[src/rtl/maj_filt_pkg.sv]
// maj_filt_pkg
// Shared types and defaults for the majority debounce / episode timer slice.
//   deb_state_t        debounce FSM states (LOW, PEND_H, HIGH, PEND_L)
//   DEF_STABLE_CYCLES  default number of identical samples needed to switch level
//   DEF_CNT_W          default width of the episode-length counter
//   STAB_W             stability-counter width for the default configuration
//   stab_width()       stability-counter width for any STABLE_CYCLES value
package maj_filt_pkg;

  typedef enum logic [1:0] {
    LOW    = 2'd0,
    PEND_H = 2'd1,
    HIGH   = 2'd2,
    PEND_L = 2'd3
  } deb_state_t;

  localparam int DEF_STABLE_CYCLES = 4;
  localparam int DEF_CNT_W         = 16;
  localparam int STAB_W            = $clog2(DEF_STABLE_CYCLES + 1);

  // The counter must be able to hold STABLE_CYCLES itself, hence the +1.
  function automatic int stab_width(input int stable_cycles);
    return $clog2(stable_cycles + 1);
  endfunction

endpackage

[src/rtl/maj_debounce_fsm.sv]
// maj_debounce_fsm
// Debounces the registered majority bit: the filtered level only changes once
// the opposite value has been seen for STABLE_CYCLES consecutive samples.
// Ports:
//   gclk        in   system clock, rising edge
//   resetn      in   asynchronous active-low reset
//   maj_in      in   registered majority bit
//   clr         in   synchronous clear back to the reset state
//   filt_out    out  debounced level (registered, 1 in HIGH and PEND_L)
//   rise_pulse  out  registered one-cycle pulse on filt_out 0->1
//   fall_pulse  out  registered one-cycle pulse on filt_out 1->0
//   rise_evt    out  combinational: the coming edge switches the level high
//   fall_evt    out  combinational: the coming edge switches the level low
module maj_debounce_fsm
  import maj_filt_pkg::*;
#(
  parameter int STABLE_CYCLES = DEF_STABLE_CYCLES
) (
  input  logic gclk,
  input  logic resetn,
  input  logic maj_in,
  input  logic clr,
  output logic filt_out,
  output logic rise_pulse,
  output logic fall_pulse,
  output logic rise_evt,
  output logic fall_evt
);

  localparam int              SW     = stab_width(STABLE_CYCLES);
  localparam logic [SW-1:0]   LAST   = SW'(STABLE_CYCLES - 1);
  // With a single required sample the pending states are skipped entirely.
  localparam logic            DIRECT = (STABLE_CYCLES == 1);

  deb_state_t    state;
  logic [SW-1:0] stab_cnt;

  // The switching edge is the one on which stab_cnt would reach STABLE_CYCLES,
  // i.e. the current count already equals STABLE_CYCLES-1. The top level needs
  // these before the edge to close or open an episode on that same edge.
  assign rise_evt = !clr && maj_in &&
                    ((state == LOW && DIRECT) || (state == PEND_H && stab_cnt == LAST));
  assign fall_evt = !clr && !maj_in &&
                    ((state == HIGH && DIRECT) || (state == PEND_L && stab_cnt == LAST));

  always_ff @(posedge gclk or negedge resetn) begin
    if (!resetn) begin
      state      <= LOW;
      stab_cnt   <= '0;
      filt_out   <= 1'b0;
      rise_pulse <= 1'b0;
      fall_pulse <= 1'b0;
    end else begin
      rise_pulse <= rise_evt;
      fall_pulse <= fall_evt;
      if (clr) begin
        state    <= LOW;
        stab_cnt <= '0;
        filt_out <= 1'b0;
      end else begin
        case (state)
          LOW: begin
            if (rise_evt) begin
              state    <= HIGH;
              stab_cnt <= '0;
              filt_out <= 1'b1;
            end else if (maj_in) begin
              state    <= PEND_H;
              stab_cnt <= SW'(1);
            end
          end
          PEND_H: begin
            if (rise_evt) begin
              state    <= HIGH;
              stab_cnt <= '0;
              filt_out <= 1'b1;
            end else if (maj_in) begin
              stab_cnt <= stab_cnt + SW'(1);
            end else begin
              state    <= LOW;
              stab_cnt <= '0;
            end
          end
          HIGH: begin
            if (fall_evt) begin
              state    <= LOW;
              stab_cnt <= '0;
              filt_out <= 1'b0;
            end else if (!maj_in) begin
              state    <= PEND_L;
              stab_cnt <= SW'(1);
            end
          end
          PEND_L: begin
            if (fall_evt) begin
              state    <= LOW;
              stab_cnt <= '0;
              filt_out <= 1'b0;
            end else if (!maj_in) begin
              stab_cnt <= stab_cnt + SW'(1);
            end else begin
              state    <= HIGH;
              stab_cnt <= '0;
            end
          end
          default: begin
            state    <= LOW;
            stab_cnt <= '0;
            filt_out <= 1'b0;
          end
        endcase
      end
    end
  end

endmodule

[src/rtl/majority_debounce_timer.sv]
// majority_debounce_timer
// Debounces the majority vote bit, pulses on each filtered edge and measures
// every filtered-high episode in gclk cycles, offering the length on a
// single-entry valid/ready report port.
// Optional feature macro: MAJ_FILT_SAT_EN
//   defined   -> episode counter saturates at 2^CNT_W-1 and rpt_sat exists
//   undefined -> episode counter wraps modulo 2^CNT_W, no rpt_sat port
// Ports:
//   gclk        in   system clock, rising edge
//   resetn      in   asynchronous active-low reset
//   maj_in      in   registered majority bit (same clock domain)
//   clr         in   synchronous clear of FSM, counters and report
//   filt_out    out  debounced majority level
//   rise_pulse  out  one-cycle pulse on filt_out 0->1
//   fall_pulse  out  one-cycle pulse on filt_out 1->0
//   rpt_valid   out  episode report available
//   rpt_ready   in   report accepted when rpt_valid & rpt_ready
//   rpt_count   out  length of the last completed high episode
//   rpt_sat     out  (MAJ_FILT_SAT_EN only) reported length saturated
//   rpt_drop    out  one-cycle pulse: episode finished while slot occupied
module majority_debounce_timer
  import maj_filt_pkg::*;
#(
  parameter int STABLE_CYCLES = DEF_STABLE_CYCLES,
  parameter int CNT_W         = DEF_CNT_W
) (
  input  logic             gclk,
  input  logic             resetn,
  input  logic             maj_in,
  input  logic             clr,
  output logic             filt_out,
  output logic             rise_pulse,
  output logic             fall_pulse,
  output logic             rpt_valid,
  input  logic             rpt_ready,
  output logic [CNT_W-1:0] rpt_count,
`ifdef MAJ_FILT_SAT_EN
  output logic             rpt_sat,
`endif
  output logic             rpt_drop
);

  logic             rise_evt;
  logic             fall_evt;
  logic             accept;
  logic             slot_free;
  logic [CNT_W-1:0] dur;

  maj_debounce_fsm #(
    .STABLE_CYCLES(STABLE_CYCLES)
  ) u_fsm (
    .gclk      (gclk),
    .resetn    (resetn),
    .maj_in    (maj_in),
    .clr       (clr),
    .filt_out  (filt_out),
    .rise_pulse(rise_pulse),
    .fall_pulse(fall_pulse),
    .rise_evt  (rise_evt),
    .fall_evt  (fall_evt)
  );

  assign accept    = rpt_valid & rpt_ready;
  // The slot counts as free when the pending report leaves on this very edge.
  assign slot_free = !rpt_valid | rpt_ready;

`ifdef MAJ_FILT_SAT_EN
  logic dur_sat;

  // Episode length: 1 on the rising edge, +1 for every further high cycle up
  // to the fall. Sticks at all-ones and remembers that it had to stop there.
  always_ff @(posedge gclk or negedge resetn) begin
    if (!resetn) begin
      dur     <= '0;
      dur_sat <= 1'b0;
    end else if (clr || fall_evt) begin
      dur     <= '0;
      dur_sat <= 1'b0;
    end else if (rise_evt) begin
      dur     <= CNT_W'(1);
      dur_sat <= 1'b0;
    end else if (filt_out) begin
      if (dur == '1) begin
        dur_sat <= 1'b1;
      end else begin
        dur <= dur + CNT_W'(1);
      end
    end
  end
`else
  // Episode length: 1 on the rising edge, +1 for every further high cycle up
  // to the fall; wraps naturally at the counter width.
  always_ff @(posedge gclk or negedge resetn) begin
    if (!resetn) begin
      dur <= '0;
    end else if (clr || fall_evt) begin
      dur <= '0;
    end else if (rise_evt) begin
      dur <= CNT_W'(1);
    end else if (filt_out) begin
      dur <= dur + CNT_W'(1);
    end
  end
`endif

  // Single-entry report slot. A finished episode is loaded only if the slot is
  // free (or being drained this edge); otherwise it is discarded and flagged.
  // rpt_count is never touched while a report is pending.
  always_ff @(posedge gclk or negedge resetn) begin
    if (!resetn) begin
      rpt_valid <= 1'b0;
      rpt_count <= '0;
      rpt_drop  <= 1'b0;
`ifdef MAJ_FILT_SAT_EN
      rpt_sat   <= 1'b0;
`endif
    end else begin
      rpt_drop <= 1'b0;
      if (clr) begin
        rpt_valid <= 1'b0;
        rpt_count <= '0;
`ifdef MAJ_FILT_SAT_EN
        rpt_sat   <= 1'b0;
`endif
      end else if (fall_evt) begin
        if (slot_free) begin
          rpt_valid <= 1'b1;
          rpt_count <= dur;
`ifdef MAJ_FILT_SAT_EN
          rpt_sat   <= dur_sat;
`endif
        end else begin
          rpt_drop <= 1'b1;
        end
      end else if (accept) begin
        rpt_valid <= 1'b0;
      end
    end
  end

endmodule

[config.mk]
export PLATFORM = sky130hd
export DESIGN_NAME = majority_debounce_timer
export DESIGN_NICKNAME = d
export VERILOG_FILES = /design/src/rtl/maj_filt_pkg.sv /design/src/rtl/maj_debounce_fsm.sv /design/src/rtl/majority_debounce_timer.sv
export SDC_FILE = /design/constraint.sdc
export NUM_CORES = 1
export LEC_CHECK = 0
export ABC_AREA = 1
export ABC_CLOCK_PERIOD_IN_PS = 1900
export CAP_MARGIN = 0
export CORE_ASPECT_RATIO = 0.5
export CORE_UTILIZATION = 55
export DETAILED_ROUTE_END_ITERATION = 16
export DONT_BUFFER_PORTS = 1
export GPL_TIMING_DRIVEN = 0
export PLACE_DENSITY_LB_ADDON = 0.12
export SYNTH_ARGS = -nofsm -noshare
export SYNTH_HDL_FRONTEND = slang
export SYNTH_SLANG_ARGS = --single-unit
export TNS_END_PERCENT = 20
[constraint.sdc]
create_clock -name gclk -period 1.9 [get_ports gclk]
set_input_delay 0.19 -clock gclk [delete_from_list [all_inputs] [get_ports gclk]]
set_output_delay 0.19 -clock gclk [all_outputs]
set_load 0.05 [all_outputs]
==> results.toml, run 1 <==
[sta]
fin_tns_setup_ns = 0
hold_violations = 0
period_share = 0.935
period_needed_ns = 1.78
setup_viol = 0
slew_viol_final = 0
tightest_slew_ns = 0.688
hold_ws_ns = 0.0404
rsz0062_at_grt = "true"
fmax_ghz = 0.563
relSlewSlack = 0.541
skew_ns = 0.00685

[cells_and_area]
postLayoutCellArea_um2 = 2260
synthToLayoutAreaGrowth_pct = 9.11
final_nets = 262
diodes = 0
post-route-util = 0.645
drive_gt1_frac = 0.145

[setup_path]
reg2reg_depth = 9
r2r-end = "dur[13]"
cp_num_buf_inv = 1
setup.worst_path.end_class = "flip-flop"
critPathKind = "flip-flop to flip-flop"
cp_max_fo = 5
cp-start-kind = "flip-flop"
crit_family = "compound AO/OA/AOI/OAI gates"
critPathSlowestCell = "dfrtp_1"
max_stage_delay_ns = 0.40
r2r_setup_slack_ns = 0.12
crit_chain = "ha_1 -> ha_1 -> inv_1 -> nor2_2 -> a21oi_4 -> nand2_2 -> nor2_2 -> o21ai_0 -> a21oi_1"
cp_num_cells = 9
arrival_ns = 2.00
reg2reg_from = "u_fsm.stab_cnt[0]"
required_ns = 2.12

[grt]
grt_usage = 0.235
antenna_found_initial = 0
grt_max_degree = 43
overflow = 0
grt_pass1_vias = 1516
grt_pass1_wl_mm = 6.92

[routing]
top_layer = "met4"
drt_iter0_drc = 82
drc = 0
drt_wl_total_mm = 4.09
antenna_left = 0
wl_met3_um = 215
vias = 1634
wl_met1_mm = 2.01
viasPerCell = 5.34
wl_per_cell_um = 13.4
wl_met2_mm = 1.83
drt-pass1-iter-count = 4

[power_and_ir_drop]
p_int_mw = 1.23
p_sw_uw = 382
p_leak_nw = 1.06
p_comb_frac = 0.075
powerDensity_nw_per_um2 = 714
peakVddDrop_uv = 353
seq_power_share = 0.561
clkPwrFrac = 0.365
total_power_mw = 1.62
swShare = 0.237

[min_path]
hp-class = "primary input to flip-flop"
hold_path_end = "u_fsm.rise_pulse"
hp-start = "maj_in"
hold_path_depth = 2

[synthesis]
synth_nets = 253
synth_edf_count = 0
synth_common_cells = "nand2_1 (59), dfrtp_1 (42), inv_1 (26), nor2_1 (25), a21oi_1 (14)"
ys.flop_type = "dfrtp_1"
synth-seq-cells = 42
syn_inst = 245
synth_cell_types = 30
synth_area_leaders = "dfrtp_1 (51%), nand2_1 (11%), inv_1 (4.7%)"
async_flop_share = 1.00
synth.avg_cell_area_um2 = 8.46
syn_area_um2 = 2070
synthMostInstantiatedCell = "nand2_1"
synth_top_area_cell = "dfrtp_1"
yosys_warnings = 0
yosysTopAreaCellShare = 0.507
ys_seq_area_frac = 0.507

[placement]
portBuffers = 0
placed_cell_area_um2 = 2140
dp_hpwl_mm = 3.00
place_congestion = 0.858

[floorplanning]
die_w_um = 88.8
start_util = 0.591
io_pins = 26
die_h_um = 45.4
core.rowCount = 15
dieArea_um2 = 4030
core_um2 = 3510

[clocking]
numCtsBuffers = 5
h-tree-depth = 2
cts_sinks = 42
cts_tree = "done"
cts_root_buf = "clkbuf_8"
clkSlewWorstSetupHoldPaths_ns = 0.08
cts_max_path_buffers = 2
cts_setup_buffers = 0
clk_latency_ns = 0.29

[job]
drv_cap = 0

[run_status]
status = "completed"
==> worst reg2reg max path, stage by stage (launching register included) <==
cell and delay, ns:
dfrtp_1 0.40, ha_1 0.21, ha_1 0.21, inv_1 0.11, nor2_2 0.06, a21oi_4 0.19
nand2_2 0.15, nor2_2 0.15, o21ai_0 0.11, a21oi_1 0.13
==> flip-flops by register name (all words and copies together) (netlist names) <==
name / count
rpt_valid: 1
u_fsm.filt_out: 1
dur: 16
u_fsm.stab_cnt: 3
u_fsm.rise_pulse: 1
rpt_count: 16
u_fsm.state: 2
u_fsm.fall_pulse: 1
rpt_drop: 1
==> logic make-up after synthesis <==
family,Yosys count,share of synthesized area
xor+xnor,1,0.00423
simple gates,119,0.266
flops,42,0.507
buf+inv,39,0.0863
fa+ha+maj,3,0.0181
compound gates,41,0.118
==> power groups by stage <==
stage / sequential [mW] / combinational (mW) / clock, mW
after floorplan: 0.923 / 0.0769 / 0
after global placement: 0.924 / 0.0949 / 0
after detailed placement: 0.924 / 0.0957 / 0
after CTS: 0.906 / 0.121 / 0.599
after global routing: 0.906 / 0.136 / 0.639
final: 0.906 / 0.120 / 0.589
==> routing by layer <==
metal  vias to the layer above  track usage
met5                         -            0
met4                         0       0.0806
met3                         7       0.0580
met2                        37        0.380
met1                       780        0.317
li1                        810            -
==> cell usage in the layout, fill, tap and decap left out, drive strengths merged <==
master,count
a21oi,15
a22o,1
a31oi,1
buf,7
clkbuf,8
clkinv,2
dfrtp,42
dlygate4sd3,1
ha,3
inv,31
nand2,65
nand3,14
nand4,5
nor2,32
nor3,1
nor3b,1
nor4,1
o21ai,14
o22ai,1
o31ai,9
xnor2,1
==> worst max path at each step <==
| stage | startpoint | to | slack [ns] |
|---|---|---|---|
| after floorplan | u_fsm.stab_cnt[0] | rpt_count[14] | 0.30 |
| after global placement | u_fsm.stab_cnt[0] | rpt_count[9] | 0.16 |
| after detailed placement | u_fsm.stab_cnt[0] | rpt_count[15] | 0.11 |
| after CTS | u_fsm.stab_cnt[0] | rpt_count[15] | 0.1 |
| after global routing | u_fsm.stab_cnt[0] | dur[13] | -0.02 |
| final | u_fsm.stab_cnt[0] | dur[13] | 0.12 |
==> stage by stage <==
| stage | worst slack, ns | cells |
|---|---|---|
| floorplan | 0.297 | 245 |
| global placement | 0.159 | 296 |
| detailed placement | 0.111 | 296 |
| CTS | 0.0974 | 306 |
| global route | -0.0183 | 306 |
| finish | 0.123 | 306 |
==> what timing repair did <==
action,CTS,global route
setup endpoints to repair,0,6
hold buffers,2,0
resized for setup,0,1
hold endpoints to repair,42,0
==> area by class of cell <==
| type | instances | area, um2 |
|---|---|---|
| fillers | 310 | 1250 |
| flip-flops and latches | 42 | 1050 |
| multi-input cells | 164 | 843 |
| inverters | 32 | 121 |
| clock buffers | 7 | 86.3 |
| well taps | 51 | 63.8 |
| plain buffers | 7 | 61.3 |
| repair buffers | 2 | 30.0 |
| clock inverters | 1 | 5.00 |
Note: power is estimated with default switching activity, not from simulation.
==> run 2: changes to the inputs <==
--- a/config.mk
+++ b/config.mk
@@ -9,7 +9,9 @@
 export ABC_CLOCK_PERIOD_IN_PS = 1900
 export CAP_MARGIN = 0
 export CORE_ASPECT_RATIO = 0.5
+export CORE_MARGIN = 8
 export CORE_UTILIZATION = 55
+export CTS_CLUSTER_SIZE = 14
 export DETAILED_ROUTE_END_ITERATION = 16
 export DONT_BUFFER_PORTS = 1
 export GPL_TIMING_DRIVEN = 0
==> run 2 against run 1 <==
Global-route usage shrank 8.0 points. Clock-buffer cell count decreased by 1. Sequential share of layout area is 0.41 points lower. Core utilization is 0.22 points higher. Critical path depth unchanged. First-iteration DRC count decreased by 12%. Clock power down 4.9%. Critical path type unchanged.
==> results.toml, run 2 (synthesized netlist as in run 1, its figures left out) <==
[cells_and_area]
final_cell_mix = "nand2_1 (59), dfrtp_1 (42), inv_1 (25), nor2_1 (25), o21ai_0 (13)"
final_nets = 263
synthToLayoutAreaGrowth_pct = 10.1
diodes = 0
top_regs = "dur (16), rpt_count (16), u_fsm.stab_cnt (3)"
drive_gt1_frac = 0.157
final_common_cell = "nand2_1"

[setup_path]
crit_family = "adder cells"
cp_num_buf_inv = 2
cp-start-kind = "flip-flop"
cp_max_fo = 10
max_stage_delay_ns = 0.41
r2r_setup_slack_ns = 0.11
crit_chain = "ha_1 -> ha_1 -> inv_2 -> nor2_2 -> a21oi_4 -> nand2_4 -> buf_6 -> a21oi_1 -> a21oi_1"
setup.worst_path.end_class = "flip-flop"
critPathKind = "flip-flop to flip-flop"
critPathSlowestCell = "dfrtp_1"
required_ns = 2.08
arrival_ns = 1.97

[grt]
grt_pass1_vias = 1590
antenna_found_initial = 0
grt_pass1_wl_mm = 7.36
overflow = 0
grt_max_degree = 43
grt_usage = 0.155

[sta]
period_share = 0.945
period_needed_ns = 1.79
skew_ns = 0.00222
fin_tns_setup_ns = 0
tightest_slew_ns = 0.697
fmax_ghz = 0.557
setup_ws_ns = 0.105
relSlewSlack = 0.536
hold_violations = 0
setup_viol = 0
slew_viol_final = 0

[clocking]
clkSlewWorstSetupHoldPaths_ns = 0.07
cts_root_buf = "clkbuf_8"
cts_max_path_buffers = 2
cts_sinks = 42
clk_latency_ns = 0.28
h-tree-depth = 2
cts_tree = "done"
numCtsBuffers = 5

[routing]
viasPerCell = 5.37
antenna_left = 0
wl_per_cell_um = 14.2
drt_iter0_drc = 72
drt-pass1-iter-count = 4
drc = 0
drt_wl_total_mm = 4.33
vias = 1638

[placement]
portBuffers = 0
dp_hpwl_mm = 3.18
place_ws_ns = 0.104
place_congestion = 0.850

[floorplanning]
die_w_um = 103
core_um2 = 3530
die_h_um = 59.4
io_pins = 26
core.rowCount = 15
start_util = 0.588
dieArea_um2 = 6110

[job]
drv_cap = 0

[min_path]
hp-class = "primary input to flip-flop"

[power_and_ir_drop]
p_leak_nw = 1.07
powerDensity_nw_per_um2 = 698
peakVddDrop_uv = 449

[run_status]
status = "completed"
## run 2: worst reg2reg max path, stage by stage (launching register included)
cell,delay (ns)
dfrtp_1,0.41
ha_1,0.21
ha_1,0.22
inv_2,0.09
nor2_2,0.05
a21oi_4,0.23
nand2_4,0.13
buf_6,0.17
a21oi_1,0.13
a21oi_1,0.05
## run 2: cell type report
class                   count  area (um2)
repair buffers              3        37.5
plain buffers               7        65.1
well taps                  51        63.8
flip-flops and latches     42        1050
inverters                  32         121
fillers                   332        1250
multi-input cells         164         861
clock buffers               6        82.6
## run 2: power by group
group | internal, mW | switching (mW) | total [mW]
clock | 0.280 | 0.280 | 0.560
sequential | 0.901 | 0.00564 | 0.906
combinational | 0.0417 | 0.0846 | 0.126
## run 2: worst paths after layout
check / start / end / cells after the start
max in group asynchronous: resetn / u_fsm.stab_cnt[0] / 2
min: maj_in / u_fsm.rise_pulse / 2
min in group asynchronous: resetn / rpt_count[9] / 2
max reg2reg: u_fsm.stab_cnt[0] / dur[5] / 9
min reg2reg: u_fsm.stab_cnt[1] / u_fsm.stab_cnt[1] / 1
max: u_fsm.stab_cnt[0] / dur[5] / 9
## run 2: through the flow
step,power (mW),util,cells,hold slack (ns),area (um2)
floorplan,1.00,-,245,-0.106,2070
global placement,1.02,0.606,296,-0.104,2140
detailed placement,1.02,0.606,296,-0.104,2140
CTS,1.60,0.638,304,0.0410,2250
global route,1.65,0.647,305,0.0423,2280
finish,1.59,0.647,305,0.0461,2280
## run 2: metal layers
metal / part of all wire / GRT usage
met4: 0.0028 / 0.0428
met1: 0.46 / 0.194
met5: 0 / 0
met2: 0.47 / 0.252
met3: 0.064 / 0.0492
## run 2: repair_timing
item / in CTS / in global routing
hold buffers: 2 / 0
setup buffers: 0 / 1
endpoints found under the setup margin: 0 / 12
gates resized for setup: 0 / 7
hold endpoints to repair: 42 / 0
